<file path="config.mk">
export PLATFORM = sky130hd
export DESIGN_NAME = tdm_demux14
export DESIGN_NICKNAME = d
export VERILOG_FILES = /design/src/rtl/tdm_demux14.sv
export SDC_FILE = /design/constraint.sdc
export NUM_CORES = 1
export LEC_CHECK = 0
export CORE_UTILIZATION = 50
export DETAILED_ROUTE_END_ITERATION = 8
export PLACE_DENSITY = 0.81
export RECOVER_POWER = 25
export SLEW_MARGIN = 40
export SYNTH_ARGS = -nofsm -noshare
export SYNTH_HDL_FRONTEND = slang
export SYNTH_SLANG_ARGS = --single-unit
</file>
<file path="constraint.sdc">
create_clock -name clk -period 4.8 [get_ports clk]
set_input_delay 1.2 -clock clk [delete_from_list [all_inputs] [get_ports clk]]
set_output_delay 1.2 -clock clk [all_outputs]
set_load 0.005 [all_outputs]
</file>
<file path="src/rtl/tdm_demux14.sv">
// Time-division 1-to-4 demultiplexer: aligns to frame_sync on slot 0 and steers
// each accepted beat into one of four held channel registers.

module tdm_demux14_lane #(
   parameter int WIDTH = 1
) (
   input  logic             clk,
   input  logic             rst,
   input  logic             wr_en,
   input  logic [WIDTH-1:0] d,
   output logic [WIDTH-1:0] q
);
   always_ff @(posedge clk) begin
      if (rst)        q <= '0;
      else if (wr_en) q <= d;
   end
endmodule

module tdm_demux14 #(
   parameter int WIDTH = 1,
   parameter int ERRW  = 8
) (
   input  logic             clk,
   input  logic             rst,
   input  logic [WIDTH-1:0] din,
   input  logic             din_valid,
   input  logic             frame_sync,
   output logic [WIDTH-1:0] y0,
   output logic [WIDTH-1:0] y1,
   output logic [WIDTH-1:0] y2,
   output logic [WIDTH-1:0] y3,
   output logic [3:0]       ch_valid,
   output logic             frame_done,
   output logic             locked,
   output logic             sync_err,
   output logic [ERRW-1:0]  err_count
);
   localparam int NUM_CH = 4;

   typedef enum logic {HUNT, LOCKED} state_t;

   state_t                         state;
   logic [1:0]                     slot;
   logic [NUM_CH-1:0]              wr_sel;
   logic [NUM_CH-1:0][WIDTH-1:0]   y_q;

   // Channel write select; an early sync is re-anchored as a slot-0 write.
   always_comb begin
      wr_sel = '0;
      if (din_valid) begin
         if (frame_sync)       wr_sel = 4'b0001;
         else if (state == LOCKED && slot != 2'd0)
            wr_sel[slot] = 1'b1;
      end
   end

   for (genvar k = 0; k < NUM_CH; k++) begin : g_lane
      tdm_demux14_lane #(.WIDTH(WIDTH)) u_lane (
         .clk   (clk),
         .rst   (rst),
         .wr_en (wr_sel[k]),
         .d     (din),
         .q     (y_q[k])
      );
   end

   assign y0 = y_q[0];
   assign y1 = y_q[1];
   assign y2 = y_q[2];
   assign y3 = y_q[3];

   always_ff @(posedge clk) begin
      if (rst) begin
         state      <= HUNT;
         slot       <= 2'd0;
         ch_valid   <= '0;
         frame_done <= 1'b0;
         locked     <= 1'b0;
         sync_err   <= 1'b0;
         err_count  <= '0;
      end else begin
         ch_valid   <= wr_sel;
         frame_done <= 1'b0;
         sync_err   <= 1'b0;
         if (din_valid) begin
            case (state)
               HUNT: begin
                  if (frame_sync) begin
                     state  <= LOCKED;
                     locked <= 1'b1;
                     slot   <= 2'd1;
                  end
               end
               LOCKED: begin
                  if (frame_sync) begin
                     slot <= 2'd1;
                     if (slot != 2'd0) begin
                        sync_err <= 1'b1;
                        if (err_count != {ERRW{1'b1}}) err_count <= err_count + ERRW'(1);
                     end
                  end else if (slot == 2'd0) begin
                     // Missing sync: drop the beat and re-hunt.
                     state    <= HUNT;
                     locked   <= 1'b0;
                     sync_err <= 1'b1;
                     if (err_count != {ERRW{1'b1}}) err_count <= err_count + ERRW'(1);
                  end else begin
                     slot <= slot + 2'd1;
                     if (slot == 2'd3) frame_done <= 1'b1;
                  end
               end
               default: begin
                  state  <= HUNT;
                  locked <= 1'b0;
               end
            endcase
         end
      end
   end
endmodule

</file>
==> impl_results.md <==
* Status: completed
* Dpl hpwl at 1310 µm
* Post-placement cell area at 0.00123 mm²
* Commonest non-fill, non-tap cells in the layout: dfxtp_1 (22), clkdlybuf4s50_1 (15), nand2_1 (12), a21oi_1 (11), nand3_1 (9)
* RR Startpoint: slot[0]$_SDFFE_PP0P_
* R2r endpoint: err_count[7]$_SDFFE_PP0P_
* Cells after Synth at approximately 110
* Slew @ Worst Pin at 0.747 ns
* Fin Setup TNS at 0 ns
* RSZ-0062 raised after global routing: false
* Non-filler cells, final at between 150 and 200
* CP bufs+invs at 2
* Design Area, Final at 0.00128 mm²
* Psw at 67.7 µW
* Drt total wl at between 1500 and 2000 µm
* Yosys cell types at 33
* Slew HR at 0.495
* P_int at 282 µW
* First-pass GRT wire length at roughly 2800 µm
* Routed WL per cell at 11.3 µm
* Count of input and output buffers at 23
* Critical Path Fanout Max at 7
* Std-Cell Core Area at between 0.0015 and 0.002 mm²
* Antenna Nets Post-Route at 0
* Fin Hold WS at 0.460 ns
* Final setup viols at 0
* Setup crit start kind: input port
* Drt first-iter violations at 20
* Via total after detailed routing at 818
* HP Start: g_lane[1].u_lane.q$_SDFFE_PP0P_
* Placed cell count at 152
* Crit path from: frame_sync
* Critical path depth at 7
* Clock buffer depth at 2
* Min Tclk post-route at 3.07 ns
* Initial antenna violation count at 0
* Root buf cell: clkbuf_4
* Critical Path Sink Type: register
* Diodes inserted at 0
* Die height at 46.4 µm
* Hold Path Class: reg -> reg
* Clk pwr share at 0.393
* Mapped Area at 986 µm²
* Clock sinks at 22
* Row count at 15
* Initial DRT Pass Iterations at 4
* Sw Ratio at 0.194
* CTS tree: built
* Clk_lat worst skew at 0.30 ns
* R2R Setup Slk at between 2 and 3 ns
* Post-cts resize count at 0
* Cell family with most CP delay: simple AND/OR/NAND/NOR gates
* Die Span X at 46.4 µm
* Initial core utilization at 0.553
* Synth Area in Simple Gates at 0.269
* Data arrival, critical path at between 3 and 4 ns
* Worst Hold Endpoint: g_lane[1].u_lane.q$_SDFFE_PP0P_
* Final slew viol count at 0
* Combinational group share of total power at 0.068
* H-tree Lvls at 1
* Fin. Hold Viols at 0
* Number of global-route vias before repair at 640
* I/O pin cnt at 24
* Final worst-path cycle share at 0.639
* Flop pwr share at 0.540
* CP Class: in -> reg
* Post-layout util at 0.719
* Syn Area/Cell at 9.05 µm²
* Critical Path RT at 4.97 ns
* Grt ovf at 0
* Syn. warnings at 0
* Proportion of layout cells with a drive suffix above 1 at 0.0840
* Post-CTS Setup Bufs at 0
* Clock transition at path regs at roughly 0.11 ns
* Leakage at 0.000488 µW
* Area grow syn2layout at 29.9%
* Max-cap violations at 0
* Most common cell after layout, fill and taps aside: dfxtp_1
* Seq cells post-synth at 22
* Synth Area in Compound Gates at 0.159
* Post-synthesis net count at 120
* Worst clock skew at 0.00345 ns
* Fmax at 326 MHz
* Largest net degree at the start of global routing at 22
* Pwr Density at approximately 270 mW/mm²
* Gpl congestion at 0.717
* Xor and xnor area share after synthesis at 0.00888
* Seq/Total Area, Yosys at 0.447
* Crit-path cells: dlygate4sd3_1 > inv_1 > ha_1 > nand3b_1 > nor2_1 > and4_2 > a211oi_1
* Residual DRC count at 0
* Vias per inst at 5.24
* Multiplexer share of the synthesized area at 0
* GRT Overall Usage at 0.181
* CP peak stage delay at ~0.67 ns
* Post-synthesis adder-cell area fraction at 0.0761
* CTS Hold Bufs at 0
* Peak VDD IR at approximately 0.44 mV
* Highest-delay cell along the critical path: dlygate4sd3_1
* Cts bufs inserted at 3
* Hold path depth at 2
* Final #Nets at 143
* Die area at 0.00215 mm²
* Reg2reg path depth at 7
* Main combinational cell family by area after synthesis: simple AND/OR/NAND/NOR gates
[state kept, by name, summed over array words and instances (netlist names)]
register and flops:
slot 2, sync_err 1, err_count 8, g_lane.u_lane.q 4, ch_valid 4, frame_done 1, locked 1, state 1
[worst min-delay path, cell delays in order (launching register included)]
cell	delay [ns]
dfxtp_1	0.33
nand2_1	0.05
a21oi_1	0.05
[cells in the mapped netlist, drive strengths merged]
cell type | count | area [µm²]
a211oi | 4 | 35.0
clkbuf | 1 | 3.75
inv | 4 | 15.0
nand3 | 9 | 45.0
nor3 | 2 | 10.0
ha | 6 | 75.1
a31oi | 1 | 6.26
a21o | 1 | 7.51
nor2 | 8 | 30.0
xor2 | 1 | 8.76
and4 | 3 | 30.0
nand3b | 1 | 7.51
a311oi | 2 | 17.5
buf | 4 | 21.3
dfxtp | 22 | 440
nor4bb | 1 | 10.0
nor2b | 2 | 12.5
and2 | 4 | 25.0
a21oi | 11 | 55.1
nand4 | 2 | 27.5
o21ai | 2 | 10.0
and3b | 1 | 8.76
nand2b | 1 | 6.26
a31o | 2 | 17.5
nand2 | 12 | 45.0
or2b | 1 | 7.51
a22oi | 1 | 7.51
[cell families after synthesis]
kind of cell / after synthesis
xor+xnor: 1
fa+ha+maj: 6
simple gates: 47
compound gates: 24
flops: 22
buf+inv: 9
[metrics by stage]
stage / setup WS, ns / total power (µW)
CTS: 1.84 / 353
global route: 1.67 / 364
finish: 1.73 / 349
floorplan: 2.41 / 206
detailed placement: 1.56 / 217
global placement: 1.54 / 216
[how the worst max path moves through the flow]
stage / end / slack, ns
2_1_floorplan: err_count[7]$_SDFFE_PP0P_ / 2.41
3_3_place_gp: err_count[7]$_SDFFE_PP0P_ / 1.54
3_5_place_dp: err_count[7]$_SDFFE_PP0P_ / 1.56
4_1_cts: err_count[7]$_SDFFE_PP0P_ / 1.84
5_1_grt: err_count[7]$_SDFFE_PP0P_ / 1.67
6_report: err_count[7]$_SDFFE_PP0P_ / 1.73
[metal layers]
metal	up-vias	wire length, µm	global-route usage	part of all wire
met5	-	0	0	0
met4	0	21	0.0706	0.012
met3	2	69	0.0588	0.039
met2	17	765	0.267	0.43
met1	365	908	0.241	0.51
li1	434	-	-	-
[power groups by stage]
stage | clock network, µW | logic [µW] | registers [µW]
global route | 148 | 26.5 | 189
CTS | 141 | 24.3 | 189
detailed placement | 0 | 23.8 | 193
floorplan | 0 | 13.2 | 192
finish | 137 | 23.7 | 188
global placement | 0 | 23.0 | 193
[final cells by class]
cell class                 instances  area (µm²)
timing repair buffer              23         230
tap                               25        31.3
inverter                           4        15.0
clock inverter                     1        30.0
fill                             130         502
sequential                        22         440
clock buffer                       3        22.5
multi-input combinational         78         512
Power figures use the tool's default switching activity.
